--- config.mk ---
export PLATFORM = sky130hd
export DESIGN_NAME = fetch_prefetch_buffer_flat
export DESIGN_NICKNAME = d
export VERILOG_FILES = /design/src/rtl/fetch_prefetch_buffer_if.sv /design/src/rtl/fetch_prefetch_buffer.sv /design/src/flat_wrapper.sv
export SDC_FILE = /design/constraint.sdc
export NUM_CORES = 1
export LEC_CHECK = 0
export ABC_AREA = 0
export CORE_MARGIN = 3
export CORE_UTILIZATION = 35
export DETAILED_ROUTE_END_ITERATION = 8
export DONT_BUFFER_PORTS = 1
export PLACE_DENSITY_LB_ADDON = 0.3
export SLEW_MARGIN = 30
export SYNTH_ARGS = -nofsm -noshare
export SYNTH_HDL_FRONTEND = slang
export SYNTH_SLANG_ARGS = --single-unit
--- constraint.sdc ---
create_clock -name clk_i -period 3.3 [get_ports clk_i]
set_clock_uncertainty 0.2 [all_clocks]
set_input_delay 0.33 -clock clk_i [delete_from_list [all_inputs] [get_ports clk_i]]
set_output_delay 0.33 -clock clk_i [all_outputs]
set_load 0.005 [all_outputs]
--- src/rtl/fetch_prefetch_buffer_if.sv ---
// Fetch-side bus of the prefetch buffer: redirect, instruction RAM port A and core handshake.
// The master modport is the prefetch buffer; the slave modport is the surrounding core/RAM.
interface fetch_prefetch_buffer_if #(
   parameter int unsigned DEPTH = 4
);
   logic                     flush_i;
   logic [31:0]              flush_pc_i;
   logic                     mem_en_o;
   logic [31:0]              mem_addr_o;
   logic [31:0]              mem_rdata_i;
   logic                     instr_valid_o;
   logic                     instr_ready_i;
   logic [31:0]              instr_o;
   logic [31:0]              instr_pc_o;
   logic [$clog2(DEPTH):0]   occupancy_o;

   modport master (
      input  flush_i, flush_pc_i, mem_rdata_i, instr_ready_i,
      output mem_en_o, mem_addr_o, instr_valid_o, instr_o, instr_pc_o, occupancy_o
   );

   modport slave (
      output flush_i, flush_pc_i, mem_rdata_i, instr_ready_i,
      input  mem_en_o, mem_addr_o, instr_valid_o, instr_o, instr_pc_o, occupancy_o
   );
endinterface

--- src/rtl/fetch_prefetch_buffer.sv ---
// Instruction prefetch buffer: sequential reads from a 1-cycle sync RAM into a PC-tagged FIFO.
// Define FETCH_BYPASS_EN to forward a returning word straight to the core when the FIFO is empty.
module fetch_prefetch_buffer #(
   parameter int unsigned DEPTH    = 4,
   parameter logic [31:0] RESET_PC = 32'h8000_0000
) (
   input  logic                    clk_i,
   input  logic                    rst_i,
   fetch_prefetch_buffer_if.master bus
);
   localparam int unsigned AW = $clog2(DEPTH);
   localparam int unsigned CW = AW + 1;

   logic [31:0]   r_fetch_pc;
   logic [31:0]   r_req_pc;
   logic          r_inflight;
   logic [AW-1:0] r_wptr;
   logic [AW-1:0] r_rptr;
   logic [CW-1:0] r_count;
   logic [31:0]   r_data [DEPTH];
   logic [31:0]   r_pcs  [DEPTH];

   logic          w_empty;
   logic [CW:0]   w_pending;
   logic          w_issue;
   logic [31:0]   w_addr;
   logic          w_valid;
   logic          w_pop;
   logic          w_push;
   logic          w_fifo_pop;

   assign w_empty   = (r_count == '0);
   // Each in-flight request already owns a FIFO slot, so the FIFO cannot overflow.
   assign w_pending = {1'b0, r_count} + {{CW{1'b0}}, r_inflight};
   assign w_issue   = !rst_i && (bus.flush_i || (w_pending < (CW+1)'(DEPTH)));
   assign w_addr    = bus.flush_i ? {bus.flush_pc_i[31:2], 2'b00} : r_fetch_pc;

`ifdef FETCH_BYPASS_EN
   logic w_bypass;
   assign w_bypass       = w_empty && r_inflight;
   assign w_valid        = !rst_i && !bus.flush_i && (!w_empty || r_inflight);
   assign w_pop          = w_valid && bus.instr_ready_i;
   assign w_push         = r_inflight && !bus.flush_i && !(w_bypass && bus.instr_ready_i);
   assign bus.instr_o    = w_bypass ? bus.mem_rdata_i : r_data[r_rptr];
   assign bus.instr_pc_o = w_bypass ? r_req_pc : r_pcs[r_rptr];
`else
   assign w_valid        = !rst_i && !bus.flush_i && !w_empty;
   assign w_pop          = w_valid && bus.instr_ready_i;
   assign w_push         = r_inflight && !bus.flush_i;
   assign bus.instr_o    = r_data[r_rptr];
   assign bus.instr_pc_o = r_pcs[r_rptr];
`endif

   assign w_fifo_pop        = w_pop && !w_empty;
   assign bus.mem_en_o      = w_issue;
   assign bus.mem_addr_o    = w_addr;
   assign bus.instr_valid_o = w_valid;
   assign bus.occupancy_o   = r_count;

   always_ff @(posedge clk_i) begin
      if (rst_i) begin
         r_fetch_pc <= RESET_PC;
         r_req_pc   <= '0;
         r_inflight <= 1'b0;
         r_wptr     <= '0;
         r_rptr     <= '0;
         r_count    <= '0;
      end else begin
         r_inflight <= w_issue;
         if (w_issue) begin
            r_fetch_pc <= w_addr + 32'd4;
            r_req_pc   <= w_addr;
         end
         // A redirect discards the FIFO and the response landing this cycle.
         if (bus.flush_i) begin
            r_wptr  <= '0;
            r_rptr  <= '0;
            r_count <= '0;
         end else begin
            if (w_push)     r_wptr <= r_wptr + 1'b1;
            if (w_fifo_pop) r_rptr <= r_rptr + 1'b1;
            r_count <= r_count + CW'(w_push) - CW'(w_fifo_pop);
         end
      end
   end

   always_ff @(posedge clk_i) begin
      if (!rst_i && w_push) begin
         r_data[r_wptr] <= bus.mem_rdata_i;
         r_pcs[r_wptr]  <= r_req_pc;
      end
   end
endmodule

--- src/flat_wrapper.sv ---
// flat-port wrapper written by rule: the top's interface ports become plain ports
module fetch_prefetch_buffer_flat 
#(
   parameter int unsigned DEPTH    = 4,
   parameter logic [31:0] RESET_PC = 32'h8000_0000
)
  (clk_i, rst_i, bus_flush_i, bus_flush_pc_i, bus_mem_rdata_i, bus_instr_ready_i, bus_mem_en_o, bus_mem_addr_o, bus_instr_valid_o, bus_instr_o, bus_instr_pc_o, bus_occupancy_o);
  fetch_prefetch_buffer_if #(.DEPTH(DEPTH)) bus_i ();
  input  logic clk_i;
  input  logic rst_i;
  input wire logic [$bits(bus_i.flush_i)-1:0] bus_flush_i;
  input wire logic [$bits(bus_i.flush_pc_i)-1:0] bus_flush_pc_i;
  input wire logic [$bits(bus_i.mem_rdata_i)-1:0] bus_mem_rdata_i;
  input wire logic [$bits(bus_i.instr_ready_i)-1:0] bus_instr_ready_i;
  output wire logic [$bits(bus_i.mem_en_o)-1:0] bus_mem_en_o;
  output wire logic [$bits(bus_i.mem_addr_o)-1:0] bus_mem_addr_o;
  output wire logic [$bits(bus_i.instr_valid_o)-1:0] bus_instr_valid_o;
  output wire logic [$bits(bus_i.instr_o)-1:0] bus_instr_o;
  output wire logic [$bits(bus_i.instr_pc_o)-1:0] bus_instr_pc_o;
  output wire logic [$bits(bus_i.occupancy_o)-1:0] bus_occupancy_o;
  assign bus_i.flush_i = bus_flush_i;
  assign bus_i.flush_pc_i = bus_flush_pc_i;
  assign bus_i.mem_rdata_i = bus_mem_rdata_i;
  assign bus_i.instr_ready_i = bus_instr_ready_i;
  assign bus_mem_en_o = bus_i.mem_en_o;
  assign bus_mem_addr_o = bus_i.mem_addr_o;
  assign bus_instr_valid_o = bus_i.instr_valid_o;
  assign bus_instr_o = bus_i.instr_o;
  assign bus_instr_pc_o = bus_i.instr_pc_o;
  assign bus_occupancy_o = bus_i.occupancy_o;
  fetch_prefetch_buffer #(.DEPTH(DEPTH), .RESET_PC(RESET_PC)) u_core (.clk_i(clk_i), .rst_i(rst_i), .bus(bus_i));
endmodule
After elaboration in Yosys (flattened, before gate mapping)
Memories as Yosys holds them, arrays and structs flattened. A register that Yosys moved wholly into a read port is not among the register bits.
Cells that the tools add are included.
Word-level totals
  bits of input ports: 68
  bits in read-only memories: 0
  memories kept: 2
  RAM bits: 256
  latch bits: 0
  output and inout port bits: 101
  bits in registers: 72
Memory list
  u_core.r_data: words 4, bits a word 32, rd ports 1, clocked after Yosys merged registers in 1, write ports 1, RTL line fetch_prefetch_buffer.sv:20  | logic [31:0] r_data [DEPTH];
  u_core.r_pcs: words 4, bits a word 32, rd ports 1, clocked after Yosys merged registers in 1, write ports 1, RTL line fetch_prefetch_buffer.sv:21  | logic [31:0] r_pcs [DEPTH];
Operators by class
  reduce and logical (&&, ||, !) cells: 13
  $lt $le $gt $ge: 1
  eq/ne operators: 0
  shift operators: 0
  bitwise operators: 0
  mux-type cells: 7
  div/mod/pow operators: 0
  multipliers: 0
  add/sub/neg operators: 6
Operator list (count)
  32-bit by 3-bit adder with 32-bit output, second input constant: 1
  32-bit 2-to-1 mux: 1
  2-bit 2-to-1 mux: 4
  1-bit logical AND: 7
  2-bit by 1-bit adder with 2-bit output, second input constant: 2
  3-bit by 1-bit adder with 4-bit output: 1
  4-bit by 3-bit less-than comparator with 1-bit output, second input constant: 1
  3-bit by 1-bit adder with 3-bit output: 1
  1-bit zero test: 3
  3-bit zero test: 1
  3-bit by 1-bit subtractor with 3-bit output: 1
  1-bit 2-to-1 mux: 2
  2-bit OR reduction: 1
  1-bit logical OR: 1

Logic depth before layout (Yosys ltp)
  depth in word-level cells: 7
  mapped depth: 11
  gate-level depth less buffers: 8

Worst setup path after synthesis
Ideal clock, no wire load.
  path kind: input port to flip-flop
  from: input bus_flush_i
  to: memory u_core.r_data[0][0], enable pin
  data arrival time: 2.773 ns
  path buffers: 4
  setup time: 0.429 ns
  path slack: -0.102 ns
  stages on the path: 6
  cell sequence: buf_6 > buf_8 > buf_4 > buf_2 > nor2_1 > and3_1
On the way
  cells in the longest elaborated chain, start to end: 5
RTL lines
  from (decl): RTL line flat_wrapper.sv:11  | input wire logic [$bits(bus_i.flush_i)-1:0] bus_flush_i;
  1-bit zero test: RTL line fetch_prefetch_buffer.sv:49  | assign w_push = r_inflight && !bus.flush_i;
  1-bit logical AND: RTL line fetch_prefetch_buffer.sv:49
  1-bit logical AND: RTL line fetch_prefetch_buffer.sv:88  | if (!rst_i && w_push) begin
  1-bit 2-to-1 mux: RTL line fetch_prefetch_buffer.sv:88
  1-bit 2-to-1 mux (implied by the code): RTL line fetch_prefetch_buffer.sv:89  | r_data[r_wptr] <= bus.mem_rdata_i;
  to (decl): RTL line fetch_prefetch_buffer.sv:20
Every way passes these cells.

Worst setup path in the final report
  from: input bus_flush_i
  to: register u_core.r_fetch_pc[31]
On the way
  cells in the longest elaborated chain, start to end: 2
  elaborated cells on any way between the ends: 4
  classes of those cells: add/sub (1); mux (1); reduce/logical (2)
RTL lines
  32-bit 2-to-1 mux / 1-bit logical OR (equally long branches): RTL line fetch_prefetch_buffer.sv:36, fetch_prefetch_buffer.sv:35
  32-bit by 3-bit adder with 32-bit output / 1-bit logical AND (equally long branches): RTL line fetch_prefetch_buffer.sv:71, fetch_prefetch_buffer.sv:35
  to (signal assigned): RTL line fetch_prefetch_buffer.sv:71  | r_fetch_pc <= w_addr + 32'd4;
  to (decl): RTL line fetch_prefetch_buffer.sv:14  | logic [31:0] r_fetch_pc;
Several ways; a longest one is shown, not always the timed one.
A chain may end at the register's enable or synchronous reset.

==> out/qor.tcl <==
set qor(synth_cell_types) 62
set qor(period_minus_slack_ps) 2960
set qor(synth_area_um2) 13100
set qor(critical_path_class) {input pin to flop}
set qor(postCtsResizedCells) 0
set qor(total_of_endpoints_with_negative_setup_slack_in_the_final_report) 0
set qor(start_util_pct) 35.7
set qor(area_growth_syn_to_layout_pct) 18.0
set qor(cp_cell_sequence) {dlygate4sd3_1 > nand4_4 > a221oi_4 > nand4_4 > or4_1 > o211a_1}
set qor(io_pins) 169
set qor(grt_pass1_wl_um) 45600
set qor(worst_path_max_delay_cell) {sky130_fd_sc_hd__dlygate4sd3_1}
set qor(track_usage_pct) 15.2
set qor(detailedPlacementHpwl_um) 18900
set qor(max-clock-path-buffers) 3
set qor(grt_setup_unrepaired) {no}
set qor(synth-edff-count) 256
set qor(postSynth.asyncResetShare_pct) 0
set qor(final_net_count) 941
set qor(gpl.final_weighted_congestion) 0.804
set qor(synth-seq-area-share_pct) 69.5
set qor(synthesis.yosys.warnings) 0
set qor(crit_path_start_kind) {input pin}
set qor(timing.slew.headroom_pct) 40.0
set qor(achievable-frequency_mhz) 337
set qor(route.detailed.wl_per_inst_um) 22.3
set qor(cp_data_required_time_ps) 3510
set qor(numCtsBuffers) 38
set qor(min_path_type) {input pin to flop}
set qor(global_route_track_usage_on_met3_pct) 5.07
set qor(timing_worst_slew_pin_value_ps) 897
set qor(dr_total_vias) 7038
set qor(hold_violations) 0
set qor(worst_slack_at_placement_ps) 737
set qor(worst_ir_drop_vdd_mv) 0.356
set qor(clock_tree.root_cell) {sky130_fd_sc_hd__clkbuf_16}
set qor(timing.critical_path.fanout_max) 49
set qor(timing.critical_path.mode_cell) {sky130_fd_sc_hd__nand4_4}
set qor(tritoncts) {done}
set qor(first_global_vias) 7262
set qor(dieHeight_um) 200
set qor(grt_busiest_layer) {met2}
set qor(timing.final.crit_share_pct) 89.8
set qor(final_layout_size_suffix_gt1_share_pct) 18.4
set qor(routed_wl_um) 30200
set qor(grtUsageMet1_pct) 20.3
set qor(die-width_um) 200
set qor(worst_setup_hold_path_clk_slew_ps) 60
set qor(total_gr_overflow) 0
set qor(grt_use_met2_pct) 24.0
set qor(yosys_reg_bits) 328
set qor(detailedRoute.firstIterationViolations) 427
set qor(floorplan.rows) 70
set qor(status) {finished, final reports clean}
set qor(cap_violations) 0
set qor(endpoint_kind) {flop}
set qor(drt-pass1-iter-count) 5
set qor(slowest_delay_ps) 1130
set qor(clock_tree.htree_level_count) 2
set qor(port_buffers) 0
set qor(antenna-diode-count) 0
set qor(floorplan.core_area_um2) 36800
set qor(timing.final.max_slew_violations) 0
set qor(synthesis.instances) 802
set qor(fin_tns_setup_ps) 0
set qor(p_leak_nw) 5.25
set qor(die_area_um2) 39900
set qor(power_density_normalized_to_cell_area_nw_per_um2) 589
set qor(dominantRegCellSynth) {sky130_fd_sc_hd__edfxtp_1}
set qor(critPathArrivalTime_ps) 3180
set qor(clock_sink_count) 328
set qor(via_per_inst) 5.18
set qor(clk_latency_ps) 520
set qor(worst_case_setup_margin_in_the_final_layout_ps) 336
set qor(ant_nets) 0
set qor(grt_antenna_before_repair) 0
set qor(syn_avg_cell_area_um2) 16.4
set qor(count_of_unresolved_drc_violations_after_routing) 0
set qor(grt_max_degree) 78
set qor(synthesis.nets) 879
## registers in the layout, summed over array words and instances, names as in the netlist, named ones only
signal and count:
u_core.r_data 128, u_core.r_req_pc 32, u_core.r_inflight 1, u_core.r_wptr 2, u_core.bus.occupancy_o 3, u_core.r_fetch_pc 30, u_core.r_pcs 128, u_core.r_rptr 2
## final cells by class
cell class / instances / area (um^2)
clock buffers: 46 / 1000
clock inverters: 20 / 219
fillers: 3324 / 21300
inverters: 36 / 135
multi-input cells: 395 / 3720
flip-flops and latches: 328 / 9140
well taps: 468 / 586
repair buffers: 65 / 713
## cells in the mapped netlist (all sizes together), types with 9 or more instances
cell type  number  area, um^2
edfxtp        256        7690
nor2           54         203
mux2i          22         220
nand3          15        85.1
or3            12        75.1
nand4          14         130
dfxtp          72        1440
o21ai          13        65.1
clkbuf         21        78.8
buf            22         121
a21oi          16        87.6
xnor2           9        78.8
nor3           20         100
mux4           64        1440
nand2          37         141
inv            36         135
a211oi         27         213
## layout by cell type, fill, tap and decap left out, types with 7 or more instances in the layout
| cell | count |
|---|---|
| sky130_fd_sc_hd__a211oi_1 | 25 |
| sky130_fd_sc_hd__a21oi_1 | 14 |
| sky130_fd_sc_hd__buf_12 | 7 |
| sky130_fd_sc_hd__buf_4 | 10 |
| sky130_fd_sc_hd__clkbuf_1 | 7 |
| sky130_fd_sc_hd__clkbuf_16 | 39 |
| sky130_fd_sc_hd__clkinv_1 | 10 |
| sky130_fd_sc_hd__dfxtp_1 | 70 |
| sky130_fd_sc_hd__dlygate4sd3_1 | 47 |
| sky130_fd_sc_hd__edfxtp_1 | 256 |
| sky130_fd_sc_hd__ha_1 | 8 |
| sky130_fd_sc_hd__inv_1 | 35 |
| sky130_fd_sc_hd__mux2_2 | 7 |
| sky130_fd_sc_hd__mux2i_1 | 22 |
| sky130_fd_sc_hd__mux4_2 | 64 |
| sky130_fd_sc_hd__nand2_1 | 36 |
| sky130_fd_sc_hd__nand3_1 | 13 |
| sky130_fd_sc_hd__nand3b_1 | 8 |
| sky130_fd_sc_hd__nand4_1 | 10 |
| sky130_fd_sc_hd__nor2_1 | 54 |
| sky130_fd_sc_hd__nor3_1 | 20 |
| sky130_fd_sc_hd__o21ai_0 | 13 |
| sky130_fd_sc_hd__o31ai_1 | 8 |
| sky130_fd_sc_hd__or3_1 | 12 |
| sky130_fd_sc_hd__xnor2_1 | 9 |
## critical path, delay by kind of cell
kind	cells	cell delay, ps
AO/OA/AOI/OAI	2	670
AND/OR/NAND/NOR	3	1040
buffers and inverters	1	1130
## timing repair
item | in CTS | in global routing
hold endpoints to repair | 200 | 0
hold buffers | 48 | 0
setup buffers | 0 | 0
## kinds of logic after synthesis
| family | count (synthesis) | synth area share [%] |
|---|---|---|
| XOR/XNOR | 12 | 0.800 |
| multiplexers | 93 | 13.2 |
| AND/OR/NAND/NOR | 193 | 8.07 |
| adder cells (fa/ha/maj) | 9 | 0.914 |
| buffers and inverters | 79 | 2.55 |
| flip-flops | 328 | 69.5 |
| AO/OA/AOI/OAI | 88 | 4.97 |
## metal layers
metal  up-vias  wire [um]
li1       3289          -
met1      3499      13200
met2       203      13900
met3        47       2430
met4         0        661
met5         -          0
## per-stage QoR
stage | cell area [um^2] | cells | utilization, % | power (mW) | hold slack (ps)
after floorplan | 13100 | 802 | - | 4.91 | 221
after global placement | 13800 | 1244 | 37.5 | 4.99 | 215
after detailed placement | 13800 | 1244 | 37.5 | 5.00 | 213
after CTS | 15500 | 1358 | 42.2 | 9.25 | 4.47
after global routing | 15500 | 1358 | 42.2 | 9.47 | 18.7
final | 15500 | 1358 | 42.2 | 9.13 | 19.7
## power by group
part           internal, mW  switching [mW]  total [mW]
clock network          2.54            1.60        4.14
registers              4.54          0.0683        4.61
logic                 0.158           0.221       0.379
## worst paths after layout
check / startpoint / to / slack, ps / depth (start not counted)
worst max-delay path: bus_flush_i / u_core.r_fetch_pc[31]$_SDFFE_PP1P_ / 340 / 6
worst min-delay path: bus_flush_pc_i[18] / u_core.r_req_pc[18]$_SDFFE_PP0P_ / 20 / 2
worst max register to register: u_core.bus.occupancy_o[2]$_SDFF_PP0_ / u_core.r_req_pc[26]$_SDFFE_PP0P_ / 550 / 7
worst min register to register: u_core.r_fetch_pc[8]$_SDFFE_PP0P_ / u_core.r_fetch_pc[8]$_SDFFE_PP0P_ / 260 / 2
Note: power is estimated with default switching activity, not from simulation.
